$ cat src/rtl/ifu.sv
`default_nettype none
// ============================================================================
// Module   : ifu
// Purpose  : Instruction fetch unit: PC owner, single-entry output slot with
//            valid/ready handoff to decode, redirect, ebreak halt, misalign fault.
// Revision : 1.0
// ============================================================================
module ifu #(
    parameter logic [31:0] RESET_PC = 32'h0000_0000,
    parameter logic [31:0] EBREAK   = 32'h0010_0073
) (
    input  logic        clk_i,
    input  logic        rst_n_i,
    output logic [31:0] rom_pc_o,
    input  logic [31:0] rom_inst_i,
    output logic        out_valid_o,
    input  logic        out_ready_i,
    output logic [31:0] out_inst_o,
    output logic [31:0] out_pc_o,
    input  logic        redirect_valid_i,
    input  logic [31:0] redirect_pc_i,
    output logic        halted_o,
    output logic        fault_o,
    output logic [31:0] fault_pc_o,
    output logic [31:0] fetch_cnt_o
);

    typedef enum logic [1:0] {
        ST_RUN   = 2'd0,
        ST_HALT  = 2'd1,
        ST_FAULT = 2'd2
    } state_t;

    state_t      r_state;
    state_t      w_state_nxt;
    logic [31:0] r_pc;
    logic [31:0] w_pc_nxt;
    logic        r_out_valid;
    logic        w_out_valid_nxt;
    logic [31:0] r_out_inst;
    logic [31:0] w_out_inst_nxt;
    logic [31:0] r_out_pc;
    logic [31:0] w_out_pc_nxt;
    logic [31:0] r_fault_pc;
    logic [31:0] w_fault_pc_nxt;
    logic [31:0] r_fetch_cnt;
    logic [31:0] w_fetch_cnt_nxt;
    logic        w_xfer;
    logic        w_slot_free;

    always_ff @(posedge clk_i or negedge rst_n_i) begin
        if (!rst_n_i) begin
            r_state     <= ST_RUN;
            r_pc        <= RESET_PC;
            r_out_valid <= 1'b0;
            r_out_inst  <= 32'h0;
            r_out_pc    <= 32'h0;
            r_fault_pc  <= 32'h0;
            r_fetch_cnt <= 32'h0;
        end else begin
            r_state     <= w_state_nxt;
            r_pc        <= w_pc_nxt;
            r_out_valid <= w_out_valid_nxt;
            r_out_inst  <= w_out_inst_nxt;
            r_out_pc    <= w_out_pc_nxt;
            r_fault_pc  <= w_fault_pc_nxt;
            r_fetch_cnt <= w_fetch_cnt_nxt;
        end
    end

    always_comb begin
        w_xfer          = r_out_valid & out_ready_i;
        w_slot_free     = ~r_out_valid | w_xfer;
        w_state_nxt     = r_state;
        w_pc_nxt        = r_pc;
        // A consumed slot empties unless a new fetch refills it below.
        w_out_valid_nxt = r_out_valid & ~w_xfer;
        w_out_inst_nxt  = r_out_inst;
        w_out_pc_nxt    = r_out_pc;
        w_fault_pc_nxt  = r_fault_pc;
        w_fetch_cnt_nxt = r_fetch_cnt + {31'b0, w_xfer};

        if (redirect_valid_i) begin
            w_pc_nxt        = redirect_pc_i;
            w_out_valid_nxt = 1'b0;
            w_state_nxt     = ST_RUN;
        end else if (r_state == ST_RUN && w_slot_free) begin
            if (r_pc[1:0] != 2'b00) begin
                w_state_nxt    = ST_FAULT;
                w_fault_pc_nxt = r_pc;
            end else begin
                w_out_valid_nxt = 1'b1;
                w_out_inst_nxt  = rom_inst_i;
                w_out_pc_nxt    = r_pc;
                w_pc_nxt        = r_pc + 32'd4;
                if (rom_inst_i == EBREAK) begin
                    w_state_nxt = ST_HALT;
                end
            end
        end
    end

    assign rom_pc_o    = r_pc;
    assign out_valid_o = r_out_valid;
    assign out_inst_o  = r_out_inst;
    assign out_pc_o    = r_out_pc;
    assign halted_o    = (r_state == ST_HALT);
    assign fault_o     = (r_state == ST_FAULT);
    assign fault_pc_o  = r_fault_pc;
    assign fetch_cnt_o = r_fetch_cnt;

endmodule
`default_nettype wire

$ cat config.mk
export PLATFORM = sky130hd
export DESIGN_NAME = ifu
export DESIGN_NICKNAME = d
export VERILOG_FILES = /design/src/rtl/ifu.sv
export SDC_FILE = /design/constraint.sdc
export NUM_CORES = 1
export LEC_CHECK = 0
export BUFFER_PORTS_ARGS = -buffer_cell sky130_fd_sc_hd__buf_2
export CAP_MARGIN = 20
export CELL_PAD_IN_SITES_DETAIL_PLACEMENT = 1
export CELL_PAD_IN_SITES_GLOBAL_PLACEMENT = 2
export CORE_MARGIN = 4
export CORE_UTILIZATION = 32
export CTS_CLUSTER_DIAMETER = 80
export DETAILED_ROUTE_END_ITERATION = 8
export MAX_ROUTING_LAYER = met4
export PLACE_DENSITY_LB_ADDON = 0.1
export REMOVE_ABC_BUFFERS = 1
export SLEW_MARGIN = 20
export SYNTH_ARGS = -nofsm -noshare
export SYNTH_HDL_FRONTEND = slang
export SYNTH_SLANG_ARGS = --single-unit
$ cat constraint.sdc
create_clock -name clk_i -period 3 [get_ports clk_i]
set_clock_uncertainty 0.1 [all_clocks]
set_input_delay 0.45 -clock clk_i [delete_from_list [all_inputs] [get_ports clk_i]]
set_output_delay 0.45 -clock clk_i [all_outputs]
set_load 0.02 [all_outputs]
### After elaboration in Yosys (flattened, before gate mapping)

Cells that the tools add are included.

* bits in registers: 163
* bits in latches: 0
* output and inout bits: 163
* memory bits (writable): 0
* bits in read-only memories: 0
* bits of input ports: 68
* memories kept: 0

* $lt $le $gt $ge: 0
* reductions and logical operators: 9
* mux-type cells: 10
* multipliers: 0
* eq/ne operators: 4
* bitwise gates (word level): 7
* div/mod/pow operators: 0
* shifts and indexed selects: 0
* $add $sub $neg: 2

Operators with widths (number)
* 32-bit two-way mux: 3
* 32-bit by 1-bit adder with 32-bit output: 1
* 32-bit by 3-bit adder with 32-bit output, second input constant: 1
* 32-bit by 21-bit equality test with 1-bit output, second input constant: 1
* 2-bit two-way mux: 4
* 3-bit AND reduction: 2
* 1-bit inverter: 4
* 2-bit AND reduction: 2
* 2-bit nonzero test: 2
* 1-bit two-way mux: 3
* 3-bit nonzero test: 1
* 1-bit AND: 2
* 2-bit by 1-bit equality test with 1-bit output, second input constant: 1
* 2-bit equality test, second input constant: 1
* 2-bit logical NOT: 1
* 2-bit != test, second input constant: 1
* 1-bit logical AND: 1
* 1-bit bitwise OR: 1

### Logic depth before layout (Yosys ltp)

Gate-level depths: netlist of the first run.

* depth after elaboration: 6
* gate-level depth with buffers: 8
* gate-level depth less buffers: 8

### Worst setup path before layout of the first run

Ideal clock, no wire load.

* path type: reg2reg
* start: register r_out_valid, in the netlist out_valid_o
* end: register r_fetch_cnt[26], in the netlist fetch_cnt_o[26]
* data required time: 2.771 ns
* data arrival time: 2.174 ns
* buffers on the path: 0
* clock period less this slack: 2.403 ns
* stages on the path, launching flop included: 9
* slack: 0.597 ns
* path through: dfrtp_1 > and2_1 > ha_1 > ha_1 > and4_1 > nor4b_4 > nor2b_1 > nand4_1 > xnor2_1

* word-level cells in the longest chain between the ends: 2

RTL lines
* start: declaration: RTL line 38 `logic r_out_valid;`
* start signal: assignment: RTL line 63 `r_out_valid <= w_out_valid_nxt;`
* 1-bit AND: RTL line 72 `w_xfer = r_out_valid & out_ready_i;`
* 32-bit by 1-bit adder with 32-bit output: RTL line 81 `w_fetch_cnt_nxt = r_fetch_cnt + {31'b0, w_xfer};`
* named net w_fetch_cnt_nxt[26]: RTL line 47 `logic [31:0] w_fetch_cnt_nxt;`
* end signal: assignment: RTL line 67 `r_fetch_cnt <= w_fetch_cnt_nxt;`
* end: declaration: RTL line 46 `logic [31:0] r_fetch_cnt;`

The timed path passes the listed nets, and every way through them passes these cells.
A chain may end at the register's enable or synchronous reset.

### Final worst setup path of the first run

Ends and elaborated chain as after synthesis.

==> results.rst, run 1 <==
.. list-table::
   :header-rows: 1

   * - Metric
     - Value
   * - Slowest stage delay, CP
     - 470 ps
   * - Drt via density
     - 4.84
   * - Count of cell types in the netlist
     - 44
   * - Status
     - complete, no violations
   * - Count of flip-flops with a built-in enable after synthesis
     - 0
   * - Final estimated routing congestion in global placement
     - 0.753
   * - Post-synthesis average cell area
     - 12.6 sq um
   * - Core occupancy in the finished layout
     - 41.9%
   * - Fraction of final layout cells with drive strength greater than 1
     - 46.5%
   * - Pre-CTS setup slack
     - 163 ps
   * - 1st-iter DRT viols
     - 174
   * - Sequence of cells on the critical path
     - and2_1 > ha_1 > ha_1 > and4_1 > nor4b_4 > nor2b_1 > nand4_1 > xnor2_1
   * - Critical Path Slowest Stage Cell
     - sky130_fd_sc_hd__nor2b_1
   * - Max-slew violation count
     - 0
   * - Most common library cell in the layout ignoring fill and taps
     - sky130_fd_sc_hd__buf_2
   * - Biggest fanout along the worst timing path
     - 6
   * - Rel. slew slack
     - 32.5%
   * - Sum of met2 wire segment lengths after detailed routing
     - 9630 um
   * - Skew-Pair Late Insertion Delay
     - 420 ps
   * - Count of buffers from port buffering
     - 230
   * - Multi-input gate area
     - 0.00286 sq mm
   * - Post-Place Cells
     - 1053
   * - FF/Latch Area
     - 0.00408 sq mm
   * - Number of maximum-capacitance constraint violations
     - 0
   * - Power density over the cells
     - 833 mW/mm^2
   * - Wire length of the first global-routing pass
     - 32200 um
   * - Type of element capturing the critical path
     - register
   * - Post-CTS Resized
     - 0
   * - Remaining antenna violation count after routing
     - 0
   * - IO Pins
     - 231
   * - Hold WC Path Type
     - in -> reg
   * - Max rail drop VDD
     - 0.421 mV
   * - Top cells by area in the synthesized netlist
     - sky130_fd_sc_hd__dfrtp_1 58%, sky130_fd_sc_hd__mux2_2 15%, sky130_fd_sc_hd__xnor2_1 5.1%, sky130_fd_sc_hd__nand2_1 2.8%, sky130_fd_sc_hd__o21ai_0 1.8%
   * - Post-Route M1 WL
     - 9000 um
   * - Core area
     - 0.0218 sq mm
   * - Most area-hungry cell type in the Yosys netlist
     - sky130_fd_sc_hd__dfrtp_1
   * - Tmin final
     - 2610 ps
   * - Ratio of final minimum period to clock period
     - 86.9%
   * - Clock edge transition at the registers on the reported setup and hold paths
     - 70 ps
   * - Critical path arrival
     - 2820 ps
   * - Die W
     - 157 um
   * - Post-synthesis async set-or-reset flop share
     - 100%
   * - Filler Cell Count
     - 2414
   * - Total power after layout
     - 7.60 mW
   * - Crit-path leading delay family
     - simple AND/OR/NAND/NOR gates
   * - Number of endpoints with negative hold slack in the final report
     - 0
   * - Largest net degree at the start of global routing
     - 79
   * - Rows
     - 54
   * - Category of the most critical setup path
     - reg -> reg
   * - Crit path setup slack, layout
     - 394 ps
   * - Number of antenna violations at the first check in global routing
     - 1
   * - Mean routed wirelength per cell
     - 18.4 um
   * - Half-perimeter wire length after placement
     - 14600 um
   * - CTS tree
     - done
   * - Proportion of synthesized chip area in sequential cells
     - 57.7%
   * - Floorplan die area
     - 0.0246 sq mm
   * - Total Negative Setup Slacks
     - 0 ps
   * - Count of TritonRoute iterations in the first routing pass
     - 4
   * - Worst path buffer plus inverter count
     - 0
   * - Detailed-routed wire length on met3
     - 1200 um
   * - Number of nets in the finished design
     - 865
   * - Non-filler cells in the finished layout
     - 1087
   * - Yosys warnings
     - 0
   * - Layout area overhead
     - 29.0%
   * - Number of buffers on the longest clock path
     - 2
   * - Most frequent cells in the layout
     - 229 x sky130_fd_sc_hd__buf_2, 163 x sky130_fd_sc_hd__dfrtp_1, 95 x sky130_fd_sc_hd__mux2_2
   * - Total DRC errors in the routed layout
     - 0
   * - Highest layer used for signal routing
     - met4
   * - Unrepaired setup endpoints after global routing
     - false
   * - Slew of the pin with the lowest slew margin
     - 1010 ps
   * - Setup bufs post-CTS
     - 0
   * - Yosys reg bits
     - 163
   * - Number of global-route vias before repair
     - 5829
   * - Synth top area share
     - 57.7%
   * - Overall via count from detail_route
     - 5264
   * - Static Leak
     - 4.32 nW
   * - Summed instance area of the synthesized netlist
     - 0.00707 sq mm
   * - Highest clock rate
     - 0.384 GHz
   * - Kind of start point of the critical path
     - register
   * - Overall die height
     - 157 um
   * - Prevailing post-synth register cell
     - sky130_fd_sc_hd__dfrtp_1
   * - Number of endpoints failing setup at the final stage
     - 0
   * - Remaining global-route overflow
     - 0
   * - TritonCTS buffer count
     - 17
   * - Most prevalent standard cell on the critical path
     - sky130_fd_sc_hd__ha_1
   * - Total routing usage reported by global routing
     - 17.1%
   * - Deepest level of the CTS H-tree
     - 4
   * - Crit path required time
     - 3210 ps
   * - Routed Wire Length
     - 20000 um
   * - Starting Density
     - 32.5%
   * - Root buffer cell
     - sky130_fd_sc_hd__clkbuf_16
   * - Clock Sink Count
     - 163
   * - Gate count after technology mapping
     - 560
[per-layer routing]
metal / vias to the layer above / GRT usage [%]
met1: 2645 / 22.3
met2: 139 / 27.0
met5: - / -
met4: 0 / 4.59
li1: 2461 / -
met3: 19 / 4.12
[power breakdown]
part	switching (mW)	internal (mW)
sequential	0.394	2.79
combinational	1.36	0.920
clock	0.932	1.20
[per-stage QoR]
stage / hold WS, ps / instance area [sq um]
final: 136 / 9120
after global routing: 111 / 9120
after CTS: 109 / 9120
after detailed placement: 363 / 8530
after global placement: 354 / 8530
after floorplan: 54.4 / 6940
[Yosys cell counts (2+ instances only)]
library cell and instances:
sky130_fd_sc_hd__xnor2_1 41, sky130_fd_sc_hd__mux2_2 95, sky130_fd_sc_hd__a221o_1 2, sky130_fd_sc_hd__and3_1 11, sky130_fd_sc_hd__inv_1 4, sky130_fd_sc_hd__and2_1 4, sky130_fd_sc_hd__dfrtp_1 163, sky130_fd_sc_hd__nor4bb_1 2
sky130_fd_sc_hd__nand2_1 53, sky130_fd_sc_hd__ha_1 4, sky130_fd_sc_hd__nand3_1 24, sky130_fd_sc_hd__xor2_1 14, sky130_fd_sc_hd__o21ai_0 25, sky130_fd_sc_hd__and4_1 7, sky130_fd_sc_hd__a31oi_1 2, sky130_fd_sc_hd__or3_1 2
sky130_fd_sc_hd__nor4_1 17, sky130_fd_sc_hd__nor2_1 11, sky130_fd_sc_hd__and4_4 2, sky130_fd_sc_hd__buf_2 13, sky130_fd_sc_hd__nor3_1 8, sky130_fd_sc_hd__nand4_1 18, sky130_fd_sc_hd__clkbuf_1 9, sky130_fd_sc_hd__nor4b_1 2
sky130_fd_sc_hd__nor2b_1 8
[logic make-up (layout without fill, tap and decap cells)]
logic type,Yosys count,count (layout),share of synthesized area (%)
and+or+nand+nor,181,181,14.8
DFF,163,163,57.7
muxes,96,96,15.3
xor gates and xnor gates,55,55,6.81
AOI/OAI and AO/OA,34,34,2.71
buffers and inverters,27,273,2.07
adders and majority gates,4,4,0.707
other,0,1,0
[worst paths after layout]
kind / start / depth (start not counted) / to / slack, ps
max in group asynchronous: rst_n_i / 3 / fetch_cnt_o[8]$_DFF_PN0_ / 1520
min in group asynchronous: rst_n_i / 2 / out_pc_o[20]$_DFFE_PN0P_ / 550
worst min register to register: fetch_cnt_o[31]$_DFF_PN0_ / 1 / fetch_cnt_o[31]$_DFF_PN0_ / 370
worst max-delay path: out_valid_o$_DFF_PN0_ / 8 / fetch_cnt_o[26]$_DFF_PN0_ / 390
worst max register to register: out_valid_o$_DFF_PN0_ / 8 / fetch_cnt_o[26]$_DFF_PN0_ / 390
worst min-delay path: redirect_pc_i[12] / 3 / rom_pc_o[12]$_DFFE_PN0P_ / 140
[sequential cells by signal, summed over array words and instances (netlist names)]
signal       count
fetch_cnt_o     32
rom_pc_o        32
r_state          2
out_inst_o      32
fault_pc_o      32
out_pc_o        32
out_valid_o      1
[cell type report]
cell class / instances / share of cell area [%]
Sequential cell: 163 / 44.7
Multi-Input combinational cell: 370 / 31.3
Timing Repair Buffer: 237 / 13.6
Clock buffer: 20 / 5.01
Tap cell: 280 / 3.84
Clock inverter: 12 / 1.34
Inverter: 4 / 0.165
Antenna cell: 1 / 0.0274
[tightest hold or removal path, stage by stage]
cell and delay (ps):
sky130_fd_sc_hd__buf_2 80, sky130_fd_sc_hd__nand2_1 40, sky130_fd_sc_hd__o21ai_0 50
[what timing repair did]
action	CTS	global route
endpoints found under the setup margin	0	0
hold buffers	1	0
endpoints found under the hold margin	20	0
Note: power is estimated with default switching activity, not from simulation.
==> run 2: changes to the inputs <==
--- a/config.mk
+++ b/config.mk
@@ -10,7 +10,7 @@
 export CELL_PAD_IN_SITES_DETAIL_PLACEMENT = 1
 export CELL_PAD_IN_SITES_GLOBAL_PLACEMENT = 2
 export CORE_MARGIN = 4
-export CORE_UTILIZATION = 32
+export CORE_UTILIZATION = 35
 export CTS_CLUSTER_DIAMETER = 80
 export DETAILED_ROUTE_END_ITERATION = 8
 export MAX_ROUTING_LAYER = met4
==> constraint.sdc (replaced) <==
create_clock -name clk_i -period 3.1 [get_ports clk_i]
set_clock_uncertainty 0.1 [all_clocks]
set_input_delay 0.465 -clock clk_i [delete_from_list [all_inputs] [get_ports clk_i]]
set_output_delay 0.465 -clock clk_i [all_outputs]
set_load 0.02 [all_outputs]
==> run 2 against run 1 <==
Effect of this change: wire length fell by 1.2%; critical path depth did not move; via count rose by 0.49%; clock power rose by 3%; combinational power fell by 3%; register-to-register slack improved by 150 ps; sequential share of layout area barely moved; maximum frequency rose by 1.8%; die area fell by 8.1%; non-clock buffer count did not move; global-route usage rose by 1.3 points.
==> results.rst, run 2 (same netlist as run 1, synthesis figures left out) <==
.. list-table::
   :header-rows: 1

   * - Metric
     - Value
   * - Status
     - complete, no violations
   * - Remaining global-route overflow
     - 0 (unchanged)
   * - Power density over the cells
     - 821 mW/mm^2 (-1.5%)
   * - Slew of the pin with the lowest slew margin
     - 926 ps (-83.7 ps)
   * - Half-perimeter wire length after placement
     - 14500 um (-0.87%)
   * - Rows
     - 51 (-5.6%)
   * - Category of the most critical setup path
     - reg -> reg
   * - Fraction of final layout cells with drive strength greater than 1
     - 46.7% (+0.12 points)
   * - Most utilized layer in the global route result
     - met2
   * - R2r worst-path depth
     - 8 (unchanged)
   * - Starting Density
     - 36.0% (+3.5 points)
   * - Final hold slack
     - 142 ps (+5.60 ps)
   * - Multi-input gate area
     - 0.00286 sq mm (unchanged)
   * - Core area
     - 0.0197 sq mm (-9.7%)
   * - Tmin final
     - 2560 ps (-47.3 ps)
   * - Met3 Track Usage GR
     - 5.00% (+0.88 points)
   * - Kind of start point of the critical path
     - register
   * - Number of endpoints failing setup at the final stage
     - 0 (unchanged)
   * - Remaining antenna violation count after routing
     - 0 (unchanged)
   * - Clock Sink Count
     - 163 (unchanged)
   * - Hold WC Path Type
     - in -> reg
   * - Cell count of the worst hold path
     - 3 (unchanged)
   * - Total power after layout
     - 7.49 mW (-1.5%)
   * - Hold_sp
     - redirect_pc_i[2]
   * - First element of the critical path
     - out_valid_o$_DFF_PN0_
   * - Overall via count from detail_route
     - 5290 (+0.49%)
   * - Worst flop-to-flop path startpoint
     - out_valid_o$_DFF_PN0_
   * - Drt via density
     - 4.93 (+1.9%)
   * - Internal power
     - 4.81 mW (-2.0%)
   * - Number of maximum-capacitance constraint violations
     - 0 (unchanged)
   * - Root buffer cell
     - sky130_fd_sc_hd__clkbuf_16
   * - Post-CTS Resized
     - 0 (unchanged)
   * - Global Route met1 Usage
     - 24.2% (+1.9 points)
   * - Clock edge transition at the registers on the reported setup and hold paths
     - 70 ps (about the same)
   * - Crit path required time
     - 3310 ps (+100 ps)
   * - Routed Wire Length
     - 19800 um (-1.2%)
   * - Count of buffers from port buffering
     - 230 (unchanged)
   * - Die W
     - 150 um (-4.2%)
   * - Max-slew violation count
     - 0 (unchanged)
   * - Count of hold-fix buffers inserted at cts
     - 1 (unchanged)
   * - Rel. slew slack
     - 38.2% (+5.7 points)
   * - Most frequent cells in the layout
     - 229 x sky130_fd_sc_hd__buf_2, 163 x sky130_fd_sc_hd__dfrtp_1, 95 x sky130_fd_sc_hd__mux2_2
   * - Met2 demand-to-capacity share in global routing
     - 28.0% (+1.0 points)
   * - Most common library cell in the layout ignoring fill and taps
     - sky130_fd_sc_hd__buf_2
   * - Filler Cell Count
     - 2150 (-11%)
   * - 1st-iter DRT viols
     - 156 (-10%)
   * - Number of buffers on the longest clock path
     - 2 (unchanged)
   * - Sequential power share
     - 41.1% (-0.8 points)
   * - Mean routed wirelength per cell
     - 18.5 um (+0.19%)
   * - Switching Fraction
     - 35.7% (+0.33 points)
   * - Critical path arrival
     - 2760 ps (-60 ps)
   * - Number of antenna violations at the first check in global routing
     - 1 (unchanged)
   * - Layout area overhead
     - 28.9% (about the same)
   * - IO Pins
     - 231 (unchanged)
   * - Count of TritonRoute iterations in the first routing pass
     - 4 (unchanged)
   * - Unrepaired setup endpoints after global routing
     - false
   * - Type of element capturing the critical path
     - register
   * - Number of global-route vias before repair
     - 5620 (-3.6%)
   * - Largest net degree at the start of global routing
     - 75 (-5.1%)
   * - Total routing usage reported by global routing
     - 18.4% (+1.3 points)
   * - Setup bufs post-CTS
     - 0 (unchanged)
   * - Max rail drop VDD
     - 0.382 mV (-9.4%)
   * - Number of endpoints with negative hold slack in the final report
     - 0 (unchanged)
   * - Static Leak
     - 4.35 nW (+0.50%)
   * - Wire length of the first global-routing pass
     - 31500 um (-2.2%)
   * - Biggest fanout along the worst timing path
     - 6 (unchanged)
   * - Highest clock rate
     - 0.391 GHz (+1.8%)
   * - Final estimated routing congestion in global placement
     - 0.777 (+3.1%)
   * - P_sw
     - 2.67 mW (-0.57%)
   * - Share of power burned in combinational logic
     - 29.5% (-0.5 points)
   * - FF/Latch Area
     - 0.00408 sq mm (unchanged)
   * - Number of nets in the finished design
     - 865 (unchanged)
   * - Floorplan die area
     - 0.0226 sq mm (-8.1%)
   * - CTS tree
     - done
   * - Total Negative Setup Slacks
     - 0 ps (unchanged)
   * - Overall die height
     - 150 um (-4.2%)
   * - Total DRC errors in the routed layout
     - 0 (unchanged)
   * - Ratio of final minimum period to clock period
     - 82.5% (-4.3 points)
   * - Skew-Pair Late Insertion Delay
     - 430 ps (about the same)
   * - Fraction of power consumed by the clock network
     - 29.3% (+1.2 points)
   * - Deepest level of the CTS H-tree
     - 4 (unchanged)
   * - TritonCTS buffer count
     - 17 (unchanged)
run 2: final cells by class:
type / instances / share of cell area (%)
sequential: 163 / 44.7
multi-input combinational: 370 / 31.3
timing repair buffer: 237 / 13.4
clock buffer: 17 / 4.66
tap: 265 / 3.64
clock inverter: 15 / 2.02
inverter: 4 / 0.165
antenna: 1 / 0.0274
run 2: path summary, 6_finish.rpt:
path                                                   end  slack [ps]
worst max-delay path             fetch_cnt_o[22]$_DFF_PN0_         540
worst min-delay path               rom_pc_o[2]$_DFFE_PN0P_         140
worst max register to register   fetch_cnt_o[22]$_DFF_PN0_         540
worst min register to register   fault_pc_o[1]$_DFFE_PN0P_         370
max in group asynchronous         out_pc_o[18]$_DFFE_PN0P_        1500
min in group asynchronous       fault_pc_o[20]$_DFFE_PN0P_         440
run 2: worst max-delay path, cell delays in order, from the launching register on:
cell and delay, ps:
sky130_fd_sc_hd__dfrtp_1 350, sky130_fd_sc_hd__and2_1 150, sky130_fd_sc_hd__ha_1 220, sky130_fd_sc_hd__ha_1 230, sky130_fd_sc_hd__and4_1 320, sky130_fd_sc_hd__nor4b_4 340
sky130_fd_sc_hd__nor2b_1 420, sky130_fd_sc_hd__nand3_1 170, sky130_fd_sc_hd__xnor2_1 150
run 2: metal layers:
| metal | routed length [um] | vias up |
|---|---|---|
| met4 | 278 | 0 |
| met5 | 0 | - |
| li1 | - | 2468 |
| met3 | 1190 | 19 |
| met1 | 9070 | 2655 |
| met2 | 9270 | 148 |
run 2: power groups by stage:
stage / clock, mW / combinational [mW] / sequential [mW]
global route: 2.36 / 2.37 / 3.17
detailed placement: 0 / 2.26 / 3.12
floorplan: 0 / 0.622 / 3.78
finish: 2.19 / 2.21 / 3.08
CTS: 2.26 / 2.26 / 3.09
global placement: 0 / 2.22 / 3.08
run 2: through the flow:
stage          instance area (sq um)  setup WS [ps]  cells  utilization, %
2_1_floorplan                   6940           86.6    537               -
3_3_place_gp                    8500            353   1038            43.2
3_5_place_dp                    8500            283   1038            43.2
4_1_cts                         9120            479   1071            46.4
5_1_grt                         9120            224   1072            46.4
6_report                        9120            542   1072            46.4
==> run 3: changes to the inputs <==
--- a/config.mk
+++ b/config.mk
@@ -10,7 +10,7 @@
 export CELL_PAD_IN_SITES_DETAIL_PLACEMENT = 1
 export CELL_PAD_IN_SITES_GLOBAL_PLACEMENT = 2
 export CORE_MARGIN = 4
-export CORE_UTILIZATION = 35
+export CORE_UTILIZATION = 32
 export CTS_CLUSTER_DIAMETER = 80
 export DETAILED_ROUTE_END_ITERATION = 8
 export MAX_ROUTING_LAYER = met4
==> constraint.sdc (replaced) <==
create_clock -name clk_i -period 2.4 [get_ports clk_i]
set_clock_uncertainty 0.1 [all_clocks]
set_input_delay 0.36 -clock clk_i [delete_from_list [all_inputs] [get_ports clk_i]]
set_output_delay 0.36 -clock clk_i [all_outputs]
set_load 0.02 [all_outputs]
==> run 3 against run 2 <==
Effect of this change: setup slack got worse by 400 ps; cell count rose by 2.4%; sequential power rose by 29%; register-to-register slack got worse by 400 ps; flip-flop and latch count did not move; largest power group unchanged.
==> results.rst, run 3 (same netlist as run 1, synthesis figures left out) <==
.. list-table::
   :header-rows: 1

   * - Metric
     - Value
   * - Clock Sink Count
     - 163 (unchanged)
   * - Internal power
     - 6.04 mW (+26%)
   * - Number of endpoints with negative hold slack in the final report
     - 0 (unchanged)
   * - Static Leak
     - 4.36 nW (+0.24%)
   * - Core occupancy in the finished layout
     - 42.2% (-4.2 points)
   * - Fraction of final layout cells with drive strength greater than 1
     - 47.7% (+1.1 points)
   * - Number of maximum-capacitance constraint violations
     - 0 (unchanged)
   * - Total stage count of the critical path
     - 4 (-4)
   * - Number of endpoints failing setup at the final stage
     - 0 (unchanged)
   * - Category of the most critical setup path
     - reg -> reg
   * - Highest layer used for signal routing
     - met4
   * - Largest net degree at the start of global routing
     - 66 (-12%)
   * - Status
     - complete, no violations
   * - Count of TritonRoute iterations in the first routing pass
     - 4 (unchanged)
   * - Number of nets in the finished design
     - 874 (+1.0%)
   * - Skew-Pair Late Insertion Delay
     - 430 ps (about the same)
   * - Remaining antenna violation count after routing
     - 0 (unchanged)
   * - Cell count of the worst hold path
     - 3 (unchanged)
   * - Half-perimeter wire length after placement
     - 14800 um (+2.4%)
   * - Crit-path leading delay family
     - simple AND/OR/NAND/NOR gates
   * - Starting Density
     - 32.5% (-3.5 points)
   * - Post-Route M1 WL
     - 9120 um (+0.50%)
   * - Clock edge transition at the registers on the reported setup and hold paths
     - 70 ps (about the same)
   * - Sum of met2 wire segment lengths after detailed routing
     - 9840 um (+6.2%)
   * - P_sw
     - 3.38 mW (+26%)
   * - Root buffer cell
     - sky130_fd_sc_hd__clkbuf_16
   * - Share of power burned in combinational logic
     - 30.6% (+1.1 points)
   * - Biggest fanout along the worst timing path
     - 31 (+25)
   * - Routed Wire Length
     - 20500 um (+3.4%)
   * - Power density over the cells
     - 1030 mW/mm^2 (+25%)
   * - Number of antenna violations at the first check in global routing
     - 2 (+1)
   * - Worst path buffer plus inverter count
     - 0 (unchanged)
   * - RR Endpoint
     - fault_pc_o[16]$_DFFE_PN0P_
   * - Total Negative Setup Slacks
     - 0 ps (unchanged)
   * - Drt via density
     - 4.89 (-0.93%)
   * - Deepest level of the CTS H-tree
     - 4 (unchanged)
   * - Critical Path Slowest Stage Cell
     - sky130_fd_sc_hd__nor2b_4
   * - Die W
     - 157 um (+4.3%)
   * - Switching Fraction
     - 35.9% (+0.17 points)
   * - Most frequent cells in the layout
     - 229 x sky130_fd_sc_hd__buf_2, 163 x sky130_fd_sc_hd__dfrtp_1, 95 x sky130_fd_sc_hd__mux2_2
   * - Most common library cell in the layout ignoring fill and taps
     - sky130_fd_sc_hd__buf_2
   * - Slowest stage delay, CP
     - 810 ps (+390 ps)
   * - Max rail drop VDD
     - 0.516 mV (+35%)
   * - Overall die height
     - 157 um (+4.3%)
   * - CTS tree
     - done
   * - Worst flop-to-flop path startpoint
     - out_valid_o$_DFF_PN0_
   * - Overall via count from detail_route
     - 5368 (+1.5%)
   * - TritonCTS buffer count
     - 17 (unchanged)
   * - 1st-iter DRT viols
     - 136 (-13%)
   * - Detailed-routed wire length on met3
     - 1330 um (+12%)
   * - Critical path arrival
     - 2470 ps (-290 ps)
   * - Layout area overhead
     - 29.8%
   * - Unrepaired setup endpoints after global routing
     - false
   * - Number of global-route vias before repair
     - 5910 (+5.2%)
   * - Number of buffers on the longest clock path
     - 2 (unchanged)
   * - Rel. slew slack
     - 34.2% (-4.0 points)
   * - Mean routed wirelength per cell
     - 18.6 um (+0.95%)
   * - Fraction of power consumed by the clock network
     - 27.3% (-2.0 points)
   * - Sequential power share
     - 42.1% (+1.0 points)
   * - Core area
     - 0.0218 sq mm (+11%)
   * - First element of the critical path
     - out_valid_o$_DFF_PN0_
   * - IO Pins
     - 231 (unchanged)
   * - Count of buffers from port buffering
     - 230 (unchanged)
   * - Total routing usage reported by global routing
     - 17.6% (-0.83 points)
   * - Hold WC Path Type
     - in -> reg
   * - R2r worst-path depth
     - 4 (-4)
   * - Rows
     - 54 (+5.9%)
   * - Final estimated routing congestion in global placement
     - 0.763 (-1.8%)
   * - Wire length of the first global-routing pass
     - 33100 um (+5.0%)
   * - Crit path required time
     - 2610 ps (-700 ps)
   * - Max-slew violation count
     - 0 (unchanged)
   * - R2r setup slk
     - 140 ps (-400 ps)
   * - Tmin final
     - 2260 ps (-297 ps)
   * - Slew of the pin with the lowest slew margin
     - 985 ps (+58.4 ps)
   * - Highest clock rate
     - 0.442 GHz (+13%)
   * - Total DRC errors in the routed layout
     - 0 (unchanged)
   * - Floorplan die area
     - 0.0246 sq mm (+8.9%)
   * - Kind of start point of the critical path
     - register
   * - Total power after layout
     - 9.42 mW (+26%)
   * - Ratio of final minimum period to clock period
     - 94.2% (+12 points)
   * - Type of element capturing the critical path
     - register
   * - CP endpoint
     - fault_pc_o[16]$_DFFE_PN0P_
   * - Final hold slack
     - 42.8 ps (-98.9 ps)
   * - Remaining global-route overflow
     - 0 (unchanged)
   * - Sequence of cells on the critical path
     - or2b_2 > and3_2 > nor2b_4 > mux2_2
==> run 3: changes by cell type in the layout (fill, tap and decap cells not counted), sizes merged <==
cell / change
bufinv: -2
clkbuf: +3
buf: +9
clkinvlp: +4
diode: +2
inv: -6
clkinv: +1
==> run 3: per-stage QoR <==
step                      std cells  area, sq um  setup slack [ps]
after CTS                      1095         9160              2.50
after floorplan                 537         6940              -613
after global placement         1062         8600              18.1
final                          1098         9180               139
after global routing           1097         9180              4.32
after detailed placement       1062         8600             -43.2
==> run 3: worst min path at each step <==
stage	endpoint	slack [ps]	start
floorplan	fault_pc_o[0]$_DFFE_PN0P_	-40	rst_n_i
global placement	out_pc_o[31]$_DFFE_PN0P_	250	rst_n_i
detailed placement	out_pc_o[31]$_DFFE_PN0P_	260	rst_n_i
CTS	rom_pc_o[8]$_DFFE_PN0P_	20	redirect_pc_i[8]
global route	rom_pc_o[18]$_DFFE_PN0P_	40	redirect_pc_i[18]
finish	rom_pc_o[8]$_DFFE_PN0P_	40	redirect_pc_i[8]
==> run 3: what timing repair did <==
action,4_1_cts,5_1_grt
resized for setup,0,5
hold endpoints to repair,48,0
hold buffers,1,0
setup buffers,0,0
endpoints found under the setup margin,0,99
==> run 3: power by group through the flow <==
stage	Combinational (mW)	Sequential [mW]	Clock, mW
floorplan	0.804	4.89	0
global placement	2.89	3.97	0
detailed placement	2.94	4.02	0
CTS	2.94	3.98	2.67
global route	3.11	4.08	2.79
finish	2.88	3.97	2.57
==> run 3: layout make-up <==
type	instances	area (sq um)
flip-flops and latches	163	4080
clock buffers	20	457
well taps	280	350
repair buffers	246	1310
inverters	4	15.0
clock inverters	12	97.6
multi-input cells	370	2870
fillers	2415	12600
diodes	3	7.51
==> run 3: worst reg2reg max path, delay by kind of cell (launching register included) <==
family           cells  cell delay (ps)
AND/OR/NAND/NOR      3             1230
flip-flops           1              380
multiplexers         1              440
==> run 3: metal layers <==
metal	vias to the layer above	global-route usage (%)
met1	2708	22.5
met3	13	4.67
met5	-	-
met4	0	4.34
li1	2496	-
met2	151	28.0
